**src/rtl/dual_sram.sv**
```systemverilog
// dual_sram: simple dual-port synchronous SRAM, one write and one read port,
// each word packing para_deg lanes of data_width bits.
module dual_sram #(
  parameter int data_width = 8,
  parameter int addr_width = 4,
  parameter int Ram_Depth = 1 << addr_width,
  parameter int para_deg = 4
) (
  input  logic                             clk,
  input  logic                             Mem_Clear,
  input  logic                             Chip_Select,
  input  logic                             En_Write,
  input  logic                             En_Read,
  input  logic [addr_width-1:0]            Write_Addr,
  input  logic [addr_width-1:0]            Read_Addr,
  input  logic [para_deg*data_width-1:0]   Write_Data,
  output logic [para_deg*data_width-1:0]   Read_Data
);
  localparam int word_width = para_deg * data_width;
  logic [word_width-1:0] mem [Ram_Depth];
  logic wr_ok, rd_ok;
  always_comb begin
    wr_ok = int'(Write_Addr) < Ram_Depth;
    rd_ok = int'(Read_Addr) < Ram_Depth;
  end
  // Read-first on same-address collisions falls out of the non-blocking update.
  always_ff @(posedge clk) begin
    if (Mem_Clear) begin
      for (int i = 0; i < Ram_Depth; i++) mem[i] <= '0;
      Read_Data <= '0;
    end else if (Chip_Select) begin
      if (En_Write && wr_ok) mem[Write_Addr] <= Write_Data;
      if (En_Read) Read_Data <= rd_ok ? mem[Read_Addr] : '0;
    end
  end
endmodule

```
**config.mk**
```make
export PLATFORM = sky130hd
export DESIGN_NAME = dual_sram
export DESIGN_NICKNAME = d
export VERILOG_FILES = /design/src/rtl/dual_sram.sv
export SDC_FILE = /design/constraint.sdc
export NUM_CORES = 1
export LEC_CHECK = 0
export ABC_AREA = 1
export CAP_MARGIN = 20
export CELL_PAD_IN_SITES_DETAIL_PLACEMENT = 1
export CELL_PAD_IN_SITES_GLOBAL_PLACEMENT = 2
export CORE_MARGIN = 2
export CORE_UTILIZATION = 35
export CTS_BUF_LIST = sky130_fd_sc_hd__clkbuf_4
export CTS_CLUSTER_DIAMETER = 150
export DETAILED_ROUTE_END_ITERATION = 10
export GPL_ROUTABILITY_DRIVEN = 1
export GPL_TIMING_DRIVEN = 1
export PLACE_DENSITY_LB_ADDON = 0.1
export SYNTH_ARGS = -nofsm -noshare
export SYNTH_HDL_FRONTEND = slang
export SYNTH_SLANG_ARGS = --single-unit
```
**constraint.sdc**
```tcl
create_clock -name clk -period 4.2 [get_ports clk]
set_input_delay 1.26 -clock clk [delete_from_list [all_inputs] [get_ports clk]]
set_output_delay 1.26 -clock clk [all_outputs]
set_load 0.02 [all_outputs]
```
Word-level counts from Yosys, hierarchy flattened
Memory sizes are Yosys's and may differ from the RTL's. A register that Yosys moved wholly into a read port is not among the register bits.
Cells that the tools add are included.
{"block": "word_totals", "reg_bits": 0, "ramBits": 512, "output_inout_bits": 32, "mem_count": 1}
{"name": "mem", "depth": 16, "width": 32, "read_ports": 1, "rd_ports_with_merged_regs": 1, "write_ports": 16, "line": "20", "rtl": "logic [word_width-1:0] mem [Ram_Depth];"}
{"block": "classes", "n_mux": 9, "n_reduce_logical": 2}
{"cell": "$mux W32", "n": 1}
{"cell": "$reduce_or A32 Y1", "n": 1}
{"cell": "$mux W1", "n": 7}
{"cell": "$mux W4", "n": 1}
{"cell": "$reduce_and A2 Y1", "n": 1}

Depth between registers and ports, before layout
Gate-level depths: netlist of run 1.
{"block": "logic_depth", "depth_word": 6, "ltp_mapped": 12}

Worst setup path before layout of run 1
No wires, ideal clock.
{"block": "synth_path", "kind": "input port to flip-flop", "startpoint": "input port Mem_Clear", "endpoint": "memory mem[0][0] (netlist bit) (enable)", "setup_time_ns": 0.389, "t_arrival_ns": 2.883, "t_required_ns": 3.811, "setup_slack_ns": 0.927, "cell_stages": 7, "n_path_buf": 2, "cell_sequence": "buf_6 > inv_6 > nand3_4 > nor3_4 > nand2_4 > buf_6 > nand2_1"}
{"element": "start, declared", "line": "10", "rtl": "input logic Mem_Clear,"}
{"element": "end, declared", "line": "20"}

Final worst setup path of run 1
{"block": "layout_path", "startpoint": "register Read_Data[13], read port of mem", "endpoint": "output port Read_Data[13]"}
{"element": "start, declared", "line": "17", "rtl": "output logic [para_deg*data_width-1:0] Read_Data"}
No word-level cell between the ends.

==> results of run 1 <==
## layout make-up
class | count | area (um2)
clock buffer | 240 | 1800
multi-input combinational | 1706 | 7580
sequential | 544 | 16000
clock inverter | 35 | 198
timing repair buffer | 141 | 1440
tap | 950 | 1190
fill | 8118 | 42600
antenna | 3 | 7.51
inverter | 75 | 297
## worst paths after layout
path                         startpoint                          to  slack [ns]  depth (start not counted)
max          Read_Data[13]$_SDFFE_PP0P_               Read_Data[13]        0.99                          1
min          Read_Data[21]$_SDFFE_PP0P_  Read_Data[21]$_SDFFE_PP0P_        0.56                          4
max reg2reg    mem[15][7]$_SDFFCE_PN0P_   Read_Data[7]$_SDFFE_PP0P_        2.87                          8
min reg2reg  Read_Data[21]$_SDFFE_PP0P_  Read_Data[21]$_SDFFE_PP0P_        0.56                          4
## cell families after synthesis
| logic type | after synthesis | synth area share |
|---|---|---|
| and+or+nand+nor | 1706 | 0.301 |
| DFF | 544 | 0.640 |
| buffers and inverters | 271 | 0.0592 |
## sequential cells by signal, indices dropped and copies added, names as in the netlist
name and cells:
mem 512, Read_Data 32
## cell usage in the layout (no fill, tap or decap), types with 24 or more instances in the layout
cell,count
clkinv_1,24
nor2_2,171
dfxtp_1,32
nand2_1,674
buf_4,51
nor2_1,408
nand3_1,416
edfxtp_1,512
clkdlybuf4s50_1,71
clkbuf_4,240
inv_1,67
## stage by stage
stage	hold slack (ns)	total power, uW	utilization	setup WS, ns
after global placement	0.545	7540	0.373	0.809
after CTS	0.569	12700	0.401	0.852
after detailed placement	0.552	7560	0.373	0.778
after floorplan	0.631	7060	-	0.927
after global routing	0.609	13100	0.401	0.852
final	0.560	12500	0.401	0.995
## layer usage
metal / vias to the layer above / track usage / share of wire
met2: 404 / 0.373 / 0.48
met4: 0 / 0.0677 / 0.018
met3: 118 / 0.0463 / 0.047
met1: 9489 / 0.304 / 0.46
li1: 8615 / - / -
met5: - / 0 / 0
## power groups by stage
stage | logic [uW] | registers, uW | clock network [uW]
6_report | 1130 | 6300 | 5070
5_1_grt | 1250 | 6330 | 5530
4_1_cts | 1150 | 6300 | 5250
3_5_place_dp | 1150 | 6410 | 0
3_3_place_gp | 1140 | 6400 | 0
2_1_floorplan | 640 | 6420 | 0
==> results.toml, run 1 <==
[detailed_routing]
first_iter_violations = 1154
vias_per_cell = 5.04
drc_errors = 0
dr.pass1.iters = 7
drt_wl_total_um = 82300
wl_per_cell_um = 22.3
ant_nets = 0
route.vias.total = 18600

[clocking]
cts-root-buf = "clkbuf_4"
cts_buffer_depth = 3
cts_tree = "built"
clk_pin_slew_ns = 0.06
insertion_delay_ns = 0.98
ctsResizeCount = 0
cts_setup_buffers = 0
cts_sinks = 544
cts_hold_buffers = 0
htree_levels = 4
cts_buffers = 160

[synth]
synth_common_cells = "nand2_1 (690), edfxtp_1 (512), nand3_1 (416), nor2_1 (408), nor2_2 (171)"
yosysWarningCount = 0
synth-seq-cells = 544
synth_top_cell_by_area = "edfxtp_1"
synth_area_um2 = 25000
avgSynthCellArea_um2 = 9.93
yosys.cell_types.count = 17
synth_edf_count = 512
async_flop_share = 0
ys_top_cells_by_area = "edfxtp_1 (61%), nand2_1 (10%), nand3_1 (8.3%)"
synth.most_common_cell = "nand2_1"
yosysSeqAreaShare = 0.640
synth_ff_type = "edfxtp_1"
yosys.area.top_type_share = 0.614
synthCells = 2521
synth_nets = 2566

[power]
seqPwrFrac = 0.504
ir_worst_vdd_uv = 197
clkPwrFrac = 0.406
internal_power_uw = 9230
p_sw_uw = 3270
cellPowerDensity_nw_per_um2 = 438
p_sw_frac = 0.261
p_leak_uw = 0.0114
combPwrFrac = 0.090

[critical_path]
critPathArrivalTime_ns = 1.95
cp_num_buf_inv = 1
critical_path.slowest_cell = "clkdlybuf4s50_1"
worstPathRequired_ns = 2.94
crit_chain = "clkdlybuf4s50_1"
criticalPathCategory = "flip-flop to output pin"
worstSetupEndpointType = "output pin"
crit_path_max_incr_delay_ns = 0.62
critPathTopFamily = "buffers and inverters"
crit_path_start_kind = "flip-flop"
crit_fanout = 2

[global_route]
grt_pass1_wl_um = 124000
overflow = 0
grt_pass1_vias = 19800
grt_max_degree = 98
grt_use_total = 0.227
antenna_found_initial = 2

[floorplanning]
die_w_um = 271
fp.dieH_um = 271
coreArea_um2 = 71100
rows = 98
io-pin-count = 77
dieArea_um2 = 73700
initial_core_util = 0.352

[placed_design]
port_buffers = 76
gp_congestion = 0.742
dpl.hpwl_um = 46900
dp_cells = 3416
placed_area_um2 = 26500

[timing]
rsz0062_at_grt = "false"
min_period_over_period = 0.763
hold_viol_final = 0
slew_violations = 0
min_period_ns = 3.21
final.setup_skew_ns = 0.0457
tns_ns = 0
max_freq_ghz = 0.312
setup_viol = 0
tightest_slew_ns = 0.922
slew_headroom = 0.385

[hold_path]
min_path_type = "flip-flop to flip-flop"

[flow_run]
maxCapViolations = 0

[finish]
synthToLayoutAreaGrowth_pct = 13.9
drive_gt1_frac = 0.196
fin_cells = 3694
finalNetCount = 2673
fin_area_um2 = 28500

[outcome]
status = "complete, no violations"
Note: power is estimated with default switching activity, not from simulation.
==> run 2, diff against run 1 <==
clock period = 3 ns   (was 4.2 ns; I/O delays follow)
==> results.toml, run 2 (synthesized netlist as in run 1, its figures left out) <==
[critical_path]
r2r_start = "mem[1][30]$_SDFFCE_PN0P_"
worstSetupEndpointType = "output pin"
critical_path.slowest_cell = "clkdlybuf4s50_1"
worstPathRequired_ns = 2.10
criticalPathCategory = "flip-flop to output pin"
critPathArrivalTime_ns = 1.98
crit_path_start_kind = "flip-flop"
cp_num_buf_inv = 1
crit_chain = "clkdlybuf4s50_1"
critPathTopFamily = "buffers and inverters"
crit_fanout = 2
crit_path_max_incr_delay_ns = 0.66
ff2ff_setup_slack_ns = 1.69
crit_start = "Read_Data[9]$_SDFFE_PP0P_"

[timing]
fin_ws_ns = 0.124
min_period_ns = 2.88
max_freq_ghz = 0.348
tns_ns = 0
hold_viol_final = 0
min_period_over_period = 0.959
slew_violations = 0
tightest_slew_ns = 0.741
setup_viol = 0
final.setup_skew_ns = 0.0489
slew_headroom = 0.506

[finish]
largest_reg_flops = 512
largest_register = "mem"
final_cell_mix = "nand2_1 (674), edfxtp_1 (512), nand3_1 (416), nor2_1 (408), clkbuf_4 (231)"
fillers = 8065
layout_commonest_cell = "nand2_1"
synthToLayoutAreaGrowth_pct = 16.2
largestRegisters = "mem (512), Read_Data (32)"
finalNetCount = 2716
fin_area_um2 = 29100
drive_gt1_frac = 0.206

[clocking]
ctsResizeCount = 0
cts_setup_buffers = 0
clk_pin_slew_ns = 0.07
cts_tree = "built"
cts_sinks = 544
insertion_delay_ns = 1.00
cts-root-buf = "clkbuf_4"
htree_levels = 4
cts_hold_buffers = 0
cts_buffers = 158
cts_buffer_depth = 3

[floorplanning]
coreArea_um2 = 71100
dieArea_um2 = 73700
fp.dieH_um = 271
rows = 98
io-pin-count = 77
initial_core_util = 0.352
die_w_um = 271

[detailed_routing]
vias_per_cell = 5.03
ant_nets = 0
first_iter_violations = 1111
dr.pass1.iters = 5
drt_wl_total_um = 82900
wl_per_cell_um = 22.2
drc_errors = 0
route.vias.total = 18800

[power]
p_leak_uw = 0.0117
ir_worst_vdd_uv = 339
cellPowerDensity_nw_per_um2 = 599

[placed_design]
placed_area_um2 = 27200
dp_slack_ns = 0.135
gp_congestion = 0.770
dpl.hpwl_um = 49600
port_buffers = 76

[hold_path]
worstHoldStart = "Read_Addr[3]"
min_path_type = "input port to flip-flop"

[global_route]
overflow = 0
grt_pass1_wl_um = 124000
grt_use_total = 0.229
grt_max_degree = 87
antenna_found_initial = 2
grt_pass1_vias = 20000

[flow_run]
maxCapViolations = 0

[outcome]
status = "complete, no violations"
==> run 2: cell count changes in the layout (fill, tap and decap cells not counted), sizes merged <==
| cell | previous run | this run |
|---|---|---|
| clkinv | 26 | 25 |
| clkbuf | 241 | 232 |
| buf | 69 | 114 |
==> run 2: worst paths after layout <==
| path | to | depth (start not counted) |
|---|---|---|
| min | Read_Data[12]$_SDFFE_PP0P_ | 5 |
| max | Read_Data[9] | 1 |
| min reg2reg | Read_Data[22]$_SDFFE_PP0P_ | 4 |
| max reg2reg | Read_Data[30]$_SDFFE_PP0P_ | 8 |
==> run 2: layer usage <==
metal	global-route usage	routed length (um)
met2	0.385	40100
met1	0.296	37300
met3	0.0467	3680
met5	0	0
met4	0.0698	1780
==> run 2: power breakdown <==
group          switching (uW)  internal [uW]
combinational            1170            511
clock                    3270           3660
sequential                118           8700
==> run 2: final cells by class <==
type / count / area, um2 / share of cell area
Sequential cell: 544 / 16000 / 0.551
Multi-Input combinational cell: 1706 / 7580 / 0.260
Timing Repair Buffer: 186 / 2080 / 0.0714
Clock buffer: 231 / 1730 / 0.0596
Tap cell: 950 / 1190 / 0.0409
Inverter: 75 / 297 / 0.0102
Clock inverter: 34 / 195 / 0.00671
Antenna cell: 3 / 7.51 / 0.000258
==> run 2: stage by stage <==
step	total power, uW	cells	hold slack [ns]	util
floorplan	9880	2521	0.631	-
detailed placement	10700	3461	0.558	0.382
CTS	17700	3726	0.353	0.409
global route	18200	3729	0.420	0.409
global placement	10600	3461	0.540	0.382
finish	17400	3729	0.474	0.409
==> run 3, diff against run 2 <==
ABC_AREA = default   (was 1)
CORE_MARGIN = 1   (was 2)
==> results.toml, run 3 <==
[synth]
ys_top_cells_by_area = "edfxtp_1 (63%), and2_1 (13%), mux4_1 (5.7%)"
synth_nets = 1608
yosys.area.top_type_share = 0.631
async_flop_share = 0
synthCells = 1563
synth_area_um2 = 24400
synth_top_cell_by_area = "edfxtp_1"
synth.most_common_cell = "and2_1"
yosysSeqAreaShare = 0.657
synth-seq-cells = 544
yosysWarningCount = 0
synth_common_cells = "and2_1 (513), edfxtp_1 (512), clkbuf_1 (100), mux2i_1 (66), mux4_1 (53)"
yosys.cell_types.count = 32
avgSynthCellArea_um2 = 15.6
synth_ff_type = "edfxtp_1"
synth_edf_count = 512

[hold_path]
whs_path_depth = 2
worstHoldStart = "Read_Data[20]$_SDFFE_PP0P_"
hold-path-endpoint = "Read_Data[20]$_SDFFE_PP0P_"
min_path_type = "flip-flop to flip-flop"

[timing]
tightest_slew_ns = 0.665
hold_viol_final = 0
tns_ns = 0
min_period_ns = 2.89
holdWs_ns = 0.490
max_freq_ghz = 0.346
slew_violations = 0
setup_viol = 0
min_period_over_period = 0.962
rsz0062_at_grt = "false"
final.setup_skew_ns = 0.0816
slew_headroom = 0.555

[clocking]
cts_hold_buffers = 0
clk_pin_slew_ns = 0.06
cts_setup_buffers = 0
htree_levels = 4
cts_buffer_depth = 3
cts_sinks = 544
cts_tree = "built"
cts-root-buf = "clkbuf_4"
insertion_delay_ns = 1.00
cts_buffers = 155
ctsResizeCount = 7

[power]
seqPwrFrac = 0.502
p_sw_frac = 0.240
ir_worst_vdd_uv = 223
p_leak_uw = 0.0108
internal_power_uw = 13400
clkPwrFrac = 0.422
p_sw_uw = 4220
cellPowerDensity_nw_per_um2 = 600
combPwrFrac = 0.076
power.total_uw = 17600

[detailed_routing]
vias_per_cell = 5.03
wl_per_cell_um = 26.0
ant_nets = 0
dr.pass1.iters = 5
drc_errors = 0
route.vias.total = 14300
drt_wl_total_um = 73800
first_iter_violations = 903

[critical_path]
cp.depth = 1
crit_fanout = 2
crit_path_start_kind = "flip-flop"
critical_path.slowest_cell = "clkdlybuf4s50_1"
r2r_start = "mem[1][12]$_SDFFCE_PN0P_"
rr_endpoint = "Read_Data[12]$_SDFFE_PP0P_"
worstPathRequired_ns = 2.10
crit_chain = "clkdlybuf4s50_1"
cp_num_buf_inv = 1
criticalPathCategory = "flip-flop to output pin"
reg2regPathDepth = 4
crit_path_max_incr_delay_ns = 0.65
critPathTopFamily = "buffers and inverters"
worstSetupEndpointType = "output pin"
ff2ff_setup_slack_ns = 1.38
critPathArrivalTime_ns = 1.99

[floorplanning]
fp.dieH_um = 266
die_w_um = 266
dieArea_um2 = 70700
coreArea_um2 = 68700
rows = 96
io-pin-count = 77
initial_core_util = 0.355

[placed_design]
dpl.hpwl_um = 44800
placed_area_um2 = 27200
gp_congestion = 0.745
port_buffers = 76

[finish]
final_cell_mix = "and2_1 (513), edfxtp_1 (512), clkbuf_4 (233), buf_4 (69)"
largestRegisters = "mem (512), Read_Data (32)"
finalNetCount = 1819
largest_register = "mem"
layout_commonest_cell = "and2_1"
largest_reg_flops = 512
fin_area_um2 = 29300
fillers = 6935
drive_gt1_frac = 0.252
synthToLayoutAreaGrowth_pct = 20.3

[global_route]
overflow = 0
grt_pass1_vias = 15600
grt_pass1_wl_um = 107000
grt_max_degree = 33
grt_use_total = 0.215
antenna_found_initial = 6

[outcome]
status = "complete, no violations"

[flow_run]
maxCapViolations = 0
[run 3: worst max-delay path by stage]
stage                                     startpoint                  endpoint  slack (ns)
after floorplan                            Mem_Clear  mem[10][0]$_SDFFCE_PN0P_        0.48
after global placement                     Mem_Clear  mem[15][6]$_SDFFCE_PN0P_       -0.15
after detailed placement                   Mem_Clear  mem[15][6]$_SDFFCE_PN0P_       -0.18
after global routing       Read_Data[7]$_SDFFE_PP0P_              Read_Data[7]        0.02
after CTS                 Read_Data[25]$_SDFFE_PP0P_             Read_Data[25]       0.004
final                     Read_Data[14]$_SDFFE_PP0P_             Read_Data[14]        0.11
[run 3: cells by family (layout without fill, tap and decap cells)]
| kind of cell | Yosys count | in the layout | synth area share |
|---|---|---|---|
| compound gates | 98 | 98 | 0.0287 |
| other cells | 0 | 2 | 0 |
| simple gates | 592 | 592 | 0.148 |
| mux | 192 | 192 | 0.137 |
| buf+inv | 137 | 478 | 0.0288 |
| flops | 544 | 544 | 0.657 |
[run 3: routing by layer]
metal	wire length [um]	part of all wire	global-route usage	vias to the layer above
met5	0	0	0	-
met4	1710	0.023	0.0724	0
met3	2980	0.040	0.0415	106
met2	35400	0.48	0.345	356
met1	33700	0.46	0.292	7472
li1	-	-	-	6341
[run 3: stage by stage]
step	utilization	instances	setup WS [ns]
2_1_floorplan	-	1563	0.480
6_report	0.427	2837	0.113
5_1_grt	0.427	2836	0.0185
3_5_place_dp	0.396	2548	-0.182
4_1_cts	0.427	2835	0.00394
3_3_place_gp	0.396	2548	-0.155
[run 3: cell type report]
| class | count | area [um2] | share of cell area |
|---|---|---|---|
| timing repair buffer | 191 | 2220 | 0.0756 |
| tap | 931 | 1160 | 0.0397 |
| clock buffer | 233 | 1750 | 0.0597 |
| clock inverter | 54 | 397 | 0.0135 |
| sequential | 544 | 16000 | 0.546 |
| multi-input combinational | 882 | 7770 | 0.265 |
| antenna | 2 | 5.00 | 0.000171 |
[run 3: power groups by stage]
stage	clock network, uW	logic, uW	registers [uW]
after floorplan	0	672	8970
after global placement	0	1360	8980
after detailed placement	0	1370	9000
after CTS	7660	1370	8830
after global routing	8020	1420	8860
final	7420	1340	8820
